==> config.mk <==
export PLATFORM = sky130hd
export DESIGN_NAME = bcd_updown_counter
export DESIGN_NICKNAME = d
export VERILOG_FILES = /design/src/rtl/bcd_updown_counter.sv
export SDC_FILE = /design/constraint.sdc
export NUM_CORES = 1
export LEC_CHECK = 0
export CELL_PAD_IN_SITES_DETAIL_PLACEMENT = 1
export CELL_PAD_IN_SITES_GLOBAL_PLACEMENT = 1
export CORE_ASPECT_RATIO = 1.4
export CORE_MARGIN = 8
export CORE_UTILIZATION = 36
export CTS_CLUSTER_DIAMETER = 60
export DETAILED_ROUTE_END_ITERATION = 12
export PLACE_DENSITY = 0.89
export SYNTH_ARGS = -nofsm -noshare
export SYNTH_HDL_FRONTEND = slang
export SYNTH_SLANG_ARGS = --single-unit
==> constraint.sdc <==
create_clock -name clk -period 2 [get_ports clk]
set_input_delay 0.3 -clock clk [delete_from_list [all_inputs] [get_ports clk]]
set_output_delay 0.3 -clock clk [all_outputs]
set_load 0.03 [all_outputs]
==> src/rtl/bcd_updown_counter.sv <==
// Multi-digit BCD up/down counter with wrap or saturate limits.
// Carry/borrow are combinational so they can enable the next stage.
module bcd_updown_counter #(
    parameter int DIGITS   = 4,
    parameter int TOP_MAX  = 9,
    parameter bit SATURATE = 1'b0
) (
    input  logic                  clk,
    input  logic                  rst,
    input  logic                  en,
    input  logic                  dir,
    input  logic                  ld_def,
    input  logic [4*DIGITS-1:0]   def_value,
    output logic [4*DIGITS-1:0]   value,
    output logic                  carry,
    output logic                  borrow,
    output logic                  ovf
);

    localparam logic [3:0] TOP = 4'(TOP_MAX);

    function automatic logic [3:0] digit_max(input int i);
        return (i == DIGITS - 1) ? TOP : 4'd9;
    endfunction

    logic [4*DIGITS-1:0] def_clean;
    logic [4*DIGITS-1:0] stepped;
    logic [4*DIGITS-1:0] next_value;
    logic [DIGITS:0]     lo_max;
    logic [DIGITS:0]     lo_zero;
    logic [3:0]          san_d;
    logic [3:0]          cur_d;
    logic                at_max;
    logic                at_zero;
    logic                limit_hit;

    // Each digit is clamped on its own, so one bad nibble never
    // disturbs its neighbours.
    always_comb begin
        def_clean = '0;
        san_d     = '0;
        for (int i = 0; i < DIGITS; i++) begin
            san_d = def_value[4*i +: 4];
            if (san_d > digit_max(i)) begin
                san_d = digit_max(i);
            end
            def_clean[4*i +: 4] = san_d;
        end
    end

    // lo_max[i] / lo_zero[i]: every digit below i sits at its limit.
    always_comb begin
        lo_max     = '0;
        lo_zero    = '0;
        lo_max[0]  = 1'b1;
        lo_zero[0] = 1'b1;
        for (int i = 0; i < DIGITS; i++) begin
            lo_max[i+1]  = lo_max[i] &
                           (value[4*i +: 4] == digit_max(i));
            lo_zero[i+1] = lo_zero[i] &
                           (value[4*i +: 4] == 4'd0);
        end
    end

    assign at_max  = lo_max[DIGITS];
    assign at_zero = lo_zero[DIGITS];

    always_comb begin
        stepped = value;
        cur_d   = '0;
        for (int i = 0; i < DIGITS; i++) begin
            cur_d = value[4*i +: 4];
            if (dir) begin
                if (lo_max[i]) begin
                    stepped[4*i +: 4] =
                        (cur_d == digit_max(i)) ? 4'd0 : cur_d + 4'd1;
                end
            end else begin
                if (lo_zero[i]) begin
                    stepped[4*i +: 4] =
                        (cur_d == 4'd0) ? digit_max(i) : cur_d - 4'd1;
                end
            end
        end
    end

    assign carry     = en & dir & at_max & ~ld_def;
    assign borrow    = en & ~dir & at_zero & ~ld_def;
    assign limit_hit = carry | borrow;

    always_comb begin
        next_value = stepped;
        if (SATURATE && limit_hit) begin
            next_value = value;
        end
    end

    always_ff @(posedge clk) begin
        if (rst) begin
            value <= def_clean;
            ovf   <= 1'b0;
        end else if (ld_def) begin
            value <= def_clean;
            ovf   <= 1'b0;
        end else if (en) begin
            value <= next_value;
            if (limit_hit) begin
                ovf <= 1'b1;
            end
        end
    end

endmodule
==> flow_summary_export.csv, run 1 <==
group,metric,value,unit
timing,setup_viol,2,
place,dp_hpwl,3.92,mm
detailed_routing,drtIter0Drc,75,
logic_synthesis,synth_seq_cells,17,
setup_path,endpoint,"carry",
detailed_routing,vias,1629,
floorplan,coreArea,0.00420,mm²
layout,final_cell_mix,"clkdlybuf4s50_1 (36), buf_4 (32), o21ai_0 (17), nor2_1 (17), edfxtp_1 (16)",
timing,min_period,2040,ps
clock_tree,path_clk_slew,70,ps
floorplan,floorplan.initialDensity,36.9,%
layout,syn2layout_area_growth,41.6,%
status,outcome,"finished, violations left",
layout,final_common_cell,"clkdlybuf4s50_1",
clock_tree,numCtsBuffers,3,
detailed_routing,viasPerCell,5.72,
layout,n_antenna_cell,0,
global_routing,grt_pass1_wl,8.07,mm
clock_tree,cts_tree,"done",
power_and_ir_drop,p_clk_share,20.0,%
place,pre_cts_slack,-108,ps
power_and_ir_drop,swShare,36.1,%
detailed_routing,first_pass_iters,4,
timing,final.setup.worst_slack,-40.3,ps
setup_path,timing.rr.start,"value[5]",
layout,post-route-util,52.3,%
clock_tree,cts.sinks,17,
setup_path,critPathArrivalTime,1740,ps
setup_path,cp_cell_sequence,"and4bb_2, nand4_4, nor4_4, buf_6",
timing,drv_slew,0,
status,violations,"setup timing",
layout,stdcell_count,285,
setup_path,path_buf_inv,1,
global_routing,grt_pass1_vias,1737,
global_routing,grt_max_degree,18,
global_routing,grt_overflow_total,0,
power_and_ir_drop,power,0.00132,W
clock_tree,htreeDepth,1,
logic_synthesis,avgSynthCellArea,8.34,µm²
timing,worst_slew_pin_slew,351,ps
clock_tree,clock_path_buffers,2,
setup_path,crit_fanout,3,
logic_synthesis,synth_nets,207,
detailed_routing,drt-total-wl,5.00,mm
power_and_ir_drop,p_comb_share,44.2,%
setup_path,critPathLaunch,"value[5]",
place,place_congestion,0.882,
power_and_ir_drop,seqPwrFrac,35.7,%
logic_synthesis,ys.warnings.count,0,
floorplan,die_h,93.7,µm
logic_synthesis,postSynthCellCount,186,
global_routing,grt_antenna_before_repair,0,
run,drv_cap,0,
setup_path,worstPathRequired,1700,ps
setup_path,crit_type,"reg -> out",
clock_tree,clk_latency,250,ps
setup_path,crit_path_end_kind,"primary output",
place,post-place-cells,277,
floorplan,ios,40,
timing,fin_crit_sh,102,%
layout,drive_gt1_share,21.7,%
timing,fmax,490,MHz
floorplan,dieArea,0.00670,mm²
clock_tree,cts_hold_buf,0,
setup_path,cp_num_cells,4,
power_and_ir_drop,power_density,603,mW/mm²
clock_tree,root_buffer,"clkbuf_8",
power_and_ir_drop,peakVddDrop,0.330,mV
setup_path,slowest_delay,470,ps
place,io_buffers,39,
setup_path,cp_slowest_cell,"edfxtp_1",
logic_synthesis,synth_seq_area_share,32.3,%
timing,rsz0062_at_grt,"yes",
logic_synthesis,synth_cell_types,42,
logic_synthesis,synth_area,0.00155,mm²
global_routing,track_usage,14.8,%
worst_hold_path,hold_path_class,"reg -> reg",
floorplan,die_w,71.5,µm
floorplan,row_count,28,
layout,nNetsFinal,262,
setup_path,r2r-end,"value[14]",
setup_path,cp_top_family,"simple AND/OR/NAND/NOR gates",
setup_path,r2r_setup_slack,270,ps
detailed_routing,wire_per_inst,17.5,µm
power_and_ir_drop,power.internal,0.000846,W
detailed_routing,ant_nets,0,
setup_path,start_kind,"flop",
detailed_routing,drc,0,
timing,hold_slack,500,ps
setup_path,ff2ff_path_depth,4,
timing,worst_clock_skew,1.22,ps
timing,hold_viol,0,
power_and_ir_drop,p_leak,0.827,nW
timing,relSlewSlack,76.5,%
power_and_ir_drop,p_switching,0.000479,W
==> synth_stat cells, drive strengths merged <==
cell type,number,area share (%)
nor2,17,4.1
o31a,1,0.56
a221oi,1,0.56
and3,1,0.40
o21a,1,0.48
and4b,1,0.65
buf,18,7.0
a21bo,2,1.3
nand2,14,3.4
or2,4,1.6
nor3,6,1.9
o31ai,3,1.5
nand3b,3,1.5
and2b,1,0.48
nor4,5,5.3
mux2i,4,2.6
o211ai,3,1.5
or3,2,0.81
nor2b,4,1.6
a31oi,2,0.81
nand4,2,1.2
nand3,9,2.9
edfxtp,16,31
dfxtp,1,1.3
inv,6,1.5
a32o,1,0.65
a22oi,5,2.4
clkbuf,4,0.97
o21ai,17,5.5
o221ai,1,0.56
a21boi,1,0.48
o22ai,3,1.2
nand2b,2,0.81
xnor2,5,2.8
a222oi,2,1.3
a32oi,3,1.7
a21oi,13,4.2
and4bb,2,1.6
==> worst register-to-register path, stage by stage, from the launching register on <==
cell and delay [ps]:
edfxtp_1 470, nor4_4 350, nand4_1 220, buf_4 190
nand3_1 190
==> worst min-delay path by stage <==
| stage | startpoint | end | slack (ps) | depth (start not counted) |
|---|---|---|---|---|
| 6_report | ovf | ovf | 500 | 1 |
| 3_3_place_gp | ovf | ovf | 470 | 1 |
| 4_1_cts | ovf | ovf | 500 | 1 |
| 3_5_place_dp | ovf | ovf | 480 | 1 |
| 2_1_floorplan | def_value[11] | value[11] | 490 | 2 |
| 5_1_grt | ovf | ovf | 510 | 1 |
==> routing by layer <==
layer	GRT usage, %	up-vias	routed length (µm)	part of all wire [%]
met3	2.14	10	147	2.9
met4	5.64	0	125	2.5
met5	0	-	0	0
met2	28.8	40	2770	55
met1	15.4	780	1960	39
li1	-	799	-	-
==> power by group through the flow <==
| stage | clock (W) | sequential [W] | combinational [W] |
|---|---|---|---|
| final | 0.000265 | 0.000474 | 0.000586 |
| after global routing | 0.000285 | 0.000477 | 0.000636 |
| after global placement | 0 | 0.000473 | 0.000550 |
| after detailed placement | 0 | 0.000478 | 0.000568 |
| after CTS | 0.000269 | 0.000468 | 0.000576 |
| after floorplan | 0 | 0.000540 | 0.000283 |
==> layout make-up <==
type	count	area [µm²]
timing repair buffer	72	643
inverter	6	22.5
fill	507	2010
multi-input combinational	141	930
tap	45	56.3
clock buffer	4	45.0
sequential	17	500
==> state kept, by name, summed over array words and instances (netlist names) <==
signal	cells
value	16
ovf	1
==> stage by stage <==
stage / instance area (µm²) / TNS [ps]
after global routing: 2200 / -207
after detailed placement: 2090 / -183
after global placement: 2090 / -33.8
after CTS: 2150 / -61.6
final: 2200 / -61.1
after floorplan: 1550 / 0
==> timing repair <==
action                     CTS  global route
pin swaps                    1             3
setup endpoints to repair    2             2
resized for setup            3             6
setup buffers                1             3
==> cells by family (layout without fill, tap and decap cells) <==
family | after synthesis | count (layout) | share of synthesized area [%]
compound gates | 59 | 59 | 24.6
xor+xnor | 5 | 5 | 2.82
buf+inv | 28 | 82 | 9.43
flops | 17 | 17 | 32.3
mux | 4 | 4 | 2.58
simple gates | 73 | 73 | 28.3
(Power assumes the default switching activity.)
==> run 2, diff against run 1 <==
--- a/config.mk
+++ b/config.mk
@@ -12,6 +12,7 @@
 export CORE_UTILIZATION = 36
 export CTS_CLUSTER_DIAMETER = 60
 export DETAILED_ROUTE_END_ITERATION = 12
+export MAX_ROUTING_LAYER = met4
 export PLACE_DENSITY = 0.89
 export SYNTH_ARGS = -nofsm -noshare
 export SYNTH_HDL_FRONTEND = slang
==> run 2 against run 1 <==
Against the previous run:
- the flow still finishes with violations (setup timing)
- combinational power about the same
- worst hold slack worse by 0.83 ps
- power about the same
- flip-flop and latch count is the same
==> flow_summary_export.csv, run 2 (synthesis gave the netlist of run 1 again) <==
group,metric,value,unit
layout,fillCellCount,507,
setup_path,cp_cell_sequence,"and4bb_2, nand4_4, nor4_4, buf_6",
layout,multiInputGateArea,930,µm²
timing,fin_crit_sh,102,%
layout,final_cell_mix,"clkdlybuf4s50_1 (36), buf_4 (32), o21ai_0 (17), nor2_1 (17), edfxtp_1 (16)",
setup_path,ff2ff_path_depth,4,
power_and_ir_drop,p_leak,0.827,nW
detailed_routing,first_pass_iters,5,
clock_tree,root_buffer,"clkbuf_8",
power_and_ir_drop,power_density,603,mW/mm²
floorplan,dieArea,0.00670,mm²
layout,register_area,500,µm²
setup_path,r2r_setup_slack,270,ps
clock_tree,path_clk_slew,70,ps
detailed_routing,viasPerCell,5.72,
timing,rsz0062_at_grt,"yes",
timing,setup-tns-final,-61.0,ps
floorplan,die_w,71.5,µm
setup_path,crit_type,"reg -> out",
layout,largest_reg_flops,16,
timing,fmax,491,MHz
clock_tree,cts_tree,"done",
setup_path,crit_fanout,3,
status,outcome,"finished, violations left",
detailed_routing,drc,0,
setup_path,crit_path_end_kind,"primary output",
place,place_congestion,0.897,
setup_path,worstPathRequired,1700,ps
clock_tree,numCtsBuffers,3,
timing,drv_slew,0,
layout,final_common_cell,"clkdlybuf4s50_1",
setup_path,timing.rr.start,"value[5]",
status,violations,"setup timing",
global_routing,grt_pass1_vias,1736,
floorplan,floorplan.initialDensity,36.9,%
setup_path,cp_slowest_cell,"edfxtp_1",
timing,hold_slack,499,ps
global_routing,grt_antenna_before_repair,0,
layout,design_area,0.00220,mm²
power_and_ir_drop,peakVddDrop,0.329,mV
place,dp_hpwl,3.92,mm
setup_path,path_buf_inv,1,
clock_tree,cts_hold_buf,0,
global_routing,grt_max_degree,18,
clock_tree,htreeDepth,1,
detailed_routing,vias,1631,
layout,drive_gt1_share,21.7,%
detailed_routing,drt-total-wl,5.00,mm
setup_path,slowest_delay,480,ps
timing,worst_slew_pin_slew,353,ps
timing,final.setup.worst_slack,-36.2,ps
setup_path,endpoint,"carry",
clock_tree,cts.sinks,17,
detailed_routing,ant_nets,0,
setup_path,r2r-end,"value[14]",
floorplan,row_count,28,
floorplan,ios,40,
run,drv_cap,0,
layout,nNetsFinal,262,
timing,worst_clock_skew,1.50,ps
detailed_routing,drtIter0Drc,83,
global_routing,track_usage,15.3,%
layout,largest-register,"value",
timing,setup_viol,2,
timing,min_period,2040,ps
floorplan,die_h,93.7,µm
place,post-place-cells,277,
clock_tree,clock_path_buffers,2,
power_and_ir_drop,power,0.00133,W
detailed_routing,wire_per_inst,17.5,µm
layout,syn2layout_area_growth,41.6,%
timing,hold_viol,0,
place,io_buffers,39,
global_routing,grt_overflow_total,0,
layout,n_antenna_cell,0,
layout,top_regs,"value: 16 flops, ovf: 1 flops",
floorplan,coreArea,0.00420,mm²
setup_path,start_kind,"flop",
timing,relSlewSlack,76.4,%
global_routing,grt_pass1_wl,8.09,mm
place,placed_cell_area,0.00209,mm²
setup_path,cp_num_cells,4,
setup_path,cp_top_family,"simple AND/OR/NAND/NOR gates",
layout,stdcell_count,285,
clock_tree,clk_latency,250,ps
setup_path,critPathLaunch,"value[5]",
setup_path,critPathArrivalTime,1740,ps
worst_hold_path,hold_path_class,"reg -> reg",
-- run 2: metal layers --
metal	share of wire, %	vias up	track usage (%)
li1	-	799	-
met1	39	784	15.6
met2	56	38	28.8
met3	2.6	10	1.92
met4	2.5	0	5.64
met5	0	-	-
-- run 2: how the worst min path moves through the flow --
stage | end | startpoint | cells past startpoint | slack [ps]
2_1_floorplan | value[11] | def_value[11] | 2 | 490
3_3_place_gp | ovf | ovf | 1 | 470
3_5_place_dp | ovf | ovf | 1 | 480
4_1_cts | ovf | ovf | 1 | 500
5_1_grt | ovf | ovf | 1 | 510
6_report | ovf | ovf | 1 | 500
-- run 2: where the power goes --
group / switching, W / internal [W]
Sequential: 0.0000384 / 0.000436
Clock: 0.000123 / 0.000142
Combinational: 0.000317 / 0.000269
Total: 0.000479 / 0.000846
-- run 2: cell type report --
type,instances,area share [%]
repair buffers,72,29.3
inverters,6,1.03
clock buffers,4,2.05
multi-input cells,141,42.3
flip-flops and latches,17,22.8
well taps,45,2.56
-- run 2: per-stage QoR --
step	utilization, %	setup WS (ps)
after global routing	52.3	-126
after global placement	49.6	-33.8
after floorplan	-	78.2
after CTS	51.1	-61.6
after detailed placement	49.6	-108
final	52.3	-36.2
-- run 2: repair_timing --
| action | in CTS | in global routing |
|---|---|---|
| endpoints found under the setup margin | 2 | 2 |
| pin swaps | 1 | 3 |
| buffers inserted | 1 | 3 |
| gates resized for setup | 3 | 6 |
==> run 3, diff against run 2 <==
--- a/config.mk
+++ b/config.mk
@@ -5,15 +5,16 @@
 export SDC_FILE = /design/constraint.sdc
 export NUM_CORES = 1
 export LEC_CHECK = 0
+export ABC_AREA = 1
 export CELL_PAD_IN_SITES_DETAIL_PLACEMENT = 1
 export CELL_PAD_IN_SITES_GLOBAL_PLACEMENT = 1
 export CORE_ASPECT_RATIO = 1.4
-export CORE_MARGIN = 8
-export CORE_UTILIZATION = 36
+export CORE_UTILIZATION = 33
 export CTS_CLUSTER_DIAMETER = 60
 export DETAILED_ROUTE_END_ITERATION = 12
 export MAX_ROUTING_LAYER = met4
-export PLACE_DENSITY = 0.89
+export PLACE_DENSITY = 0.88
 export SYNTH_ARGS = -nofsm -noshare
 export SYNTH_HDL_FRONTEND = slang
 export SYNTH_SLANG_ARGS = --single-unit
+export TNS_END_PERCENT = 50
==> run 3 against run 2 <==
Against the previous run:
- final cell count up 21%
- register-to-register slack worse by 20 ps
- critical endpoint unchanged
- routed wire length down 6.9%
- combinational power down 8.0%
- power down 1.9%
- setup slack better by 93 ps
- first-iteration DRC count down 67%
- clock power about the same
- die area down 28%
- largest power group unchanged
- sequential share of layout area up 0.88 points
- synthesized cell count up 24%
- the flow now finishes without violations
==> flow_summary_export.csv, run 3 <==
group,metric,value,unit
status,outcome,"completed",
clock_tree,numCtsBuffers,3,
logic_synthesis,synth_area_leaders,"edfxtp_1 (32%), nand2_1 (15%), nand3_1 (8.0%), inv_1 (8.0%), nor2_1 (6.8%)",
run,drv_cap,0,
logic_synthesis,ys.flop_type,"edfxtp_1",
setup_path,cp_top_family,"flip-flops",
clock_tree,htreeDepth,1,
timing,hold_viol,0,
power_and_ir_drop,peakVddDrop,0.386,mV
logic_synthesis,synth_seq_cells,17,
detailed_routing,wire_per_inst,13.5,µm
timing,final.setup.worst_slack,56.4,ps
floorplan,row_count,28,
setup_path,crit_path_end_kind,"primary output",
timing,worst_slew_pin_slew,415,ps
global_routing,grt_pass1_vias,1691,
layout,final_cell_mix,"nand2_1 (61), clkdlybuf4s50_1 (37), inv_1 (30)",
logic_synthesis,netlist.area_leader.share,32.0,%
timing,drv_slew,0,
floorplan,dieArea,0.00483,mm²
timing,min_period,1940,ps
setup_path,crit_fanout,6,
setup_path,path_buf_inv,4,
layout,largest-register,"value",
logic_synthesis,synth_seq_area_share,33.3,%
logic_synthesis,async_flop_share,0,%
timing,setup-tns-final,0,ps
timing,worst_clock_skew,1.40,ps
layout,top_regs,"value: 16 flops, ovf: 1 flops",
setup_path,critPathArrivalTime,1640,ps
floorplan,floorplan.initialDensity,34.8,%
global_routing,grt_antenna_before_repair,0,
clock_tree,cts.sinks,17,
layout,stdcell_count,346,
logic_synthesis,yosysMostFrequentCell,"nand2_1",
power_and_ir_drop,power_density,615,mW/mm²
layout,largest_reg_flops,16,
power_and_ir_drop,power,0.00130,W
logic_synthesis,synth_nets,252,
timing,fmax,514,MHz
setup_path,cp_cell_sequence,"inv_1, nand2_1, inv_1, nand2_2, nor2_4, nand3_2, inv_1, buf_4",
place,pre_cts_slack,147,ps
global_routing,grt_overflow_total,0,
layout,n_antenna_cell,0,
clock_tree,cts_tree,"done",
timing,fin_crit_sh,97.2,%
layout,syn2layout_area_growth,40.9,%
layout,drive_gt1_share,17.1,%
detailed_routing,first_pass_iters,4,
place,post-place-cells,333,
global_routing,grt_pass1_wl,7.38,mm
setup_path,cp_slowest_cell,"edfxtp_1",
setup_path,slowest_delay,470,ps
detailed_routing,viasPerCell,5.01,
setup_path,worstPathRequired,1700,ps
clock_tree,cts_hold_buf,0,
global_routing,track_usage,20.5,%
clock_tree,clk_latency,250,ps
floorplan,die_h,81.8,µm
floorplan,die_w,59.0,µm
place,dp_hpwl,3.51,mm
logic_synthesis,synth_edf_count,16,
global_routing,grt_max_degree,14,
logic_synthesis,ys.warnings.count,0,
floorplan,ios,40,
layout,nNetsFinal,308,
floorplan,coreArea,0.00431,mm²
logic_synthesis,postSynthCellCount,231,
setup_path,crit_type,"reg -> out",
logic_synthesis,avgSynthCellArea,6.50,µm²
logic_synthesis,synthTopCellsByCount,"nand2_1 (61), inv_1 (32), nor2_1 (27)",
detailed_routing,vias,1733,
clock_tree,root_buffer,"clkbuf_8",
timing,relSlewSlack,72.3,%
detailed_routing,drtIter0Drc,27,
worst_hold_path,hold_path_class,"reg -> reg",
logic_synthesis,synth_cell_types,23,
logic_synthesis,synth_top_area_cell,"edfxtp_1",
place,io_buffers,39,
setup_path,cpMostUsedCell,"inv_1",
setup_path,start_kind,"flop",
setup_path,r2r_setup_slack,250,ps
detailed_routing,drc,0,
power_and_ir_drop,p_leak,0.979,nW
detailed_routing,drt-total-wl,4.66,mm
timing,setup_viol,0,
clock_tree,path_clk_slew,70,ps
place,place_congestion,0.838,
detailed_routing,ant_nets,0,
layout,final_common_cell,"nand2_1",
clock_tree,clock_path_buffers,2,
logic_synthesis,synth_area,0.00150,mm²
==> run 3: logic make-up (layout without fill, tap and decap cells) <==
logic type	count (synthesis)	in the layout	share of synthesized area, %
AOI/OAI and AO/OA	37	37	13.5
buffers and inverters	40	95	10.8
DFF	17	17	33.3
and+or+nand+nor	137	137	42.3
==> run 3: worst paths after layout <==
check | depth (start not counted) | start | to
setup / recovery | 8 | value[2] | carry
hold / removal | 4 | ovf | ovf
setup reg to reg | 7 | value[2] | value[11]
hold reg to reg | 4 | ovf | ovf
==> run 3: tightest hold or removal path, delay by kind of cell (launching register included) <==
family / cells / cell delay, ps
flops: 1 / 320
buf+inv: 2 / 90
simple gates: 2 / 100
==> run 3: repair_timing <==
item | 4_1_cts | 5_1_grt
gates resized for setup | 0 | 5
buffers inserted | 0 | 9
setup endpoints to repair | 0 | 2
==> run 3: final cells by class <==
type / instances / area (µm²)
Fill cell: 581 / 2190
Multi-Input combinational cell: 174 / 851
Timing Repair Buffer: 56 / 513
Sequential cell: 17 / 500
Inverter: 35 / 131
Tap cell: 60 / 75.1
Clock buffer: 4 / 45.0
==> run 3: power by group <==
part	internal, W	switching, W	leakage [nW]
Clock	0.000142	0.000120	0.0228
Sequential	0.000442	0.0000581	0.172
Combinational	0.000225	0.000314	0.785
==> run 3: stage by stage <==
stage	area (µm²)	util, %	hold WS (ps)
6_report	2120	49.1	543
5_1_grt	2120	49.1	620
4_1_cts	2040	47.2	557
3_5_place_dp	1990	46.2	540
3_3_place_gp	1990	46.2	513
2_1_floorplan	1500	-	486
==> run 3: metal layers <==
metal  global-route usage (%)  share of wire, %  up-vias
met5                        -                 0        -
met4                     6.67               1.1        0
met3                     1.57               2.2        6
met2                     37.7                55       38
met1                     23.1                42      823
li1                         -                 -      866
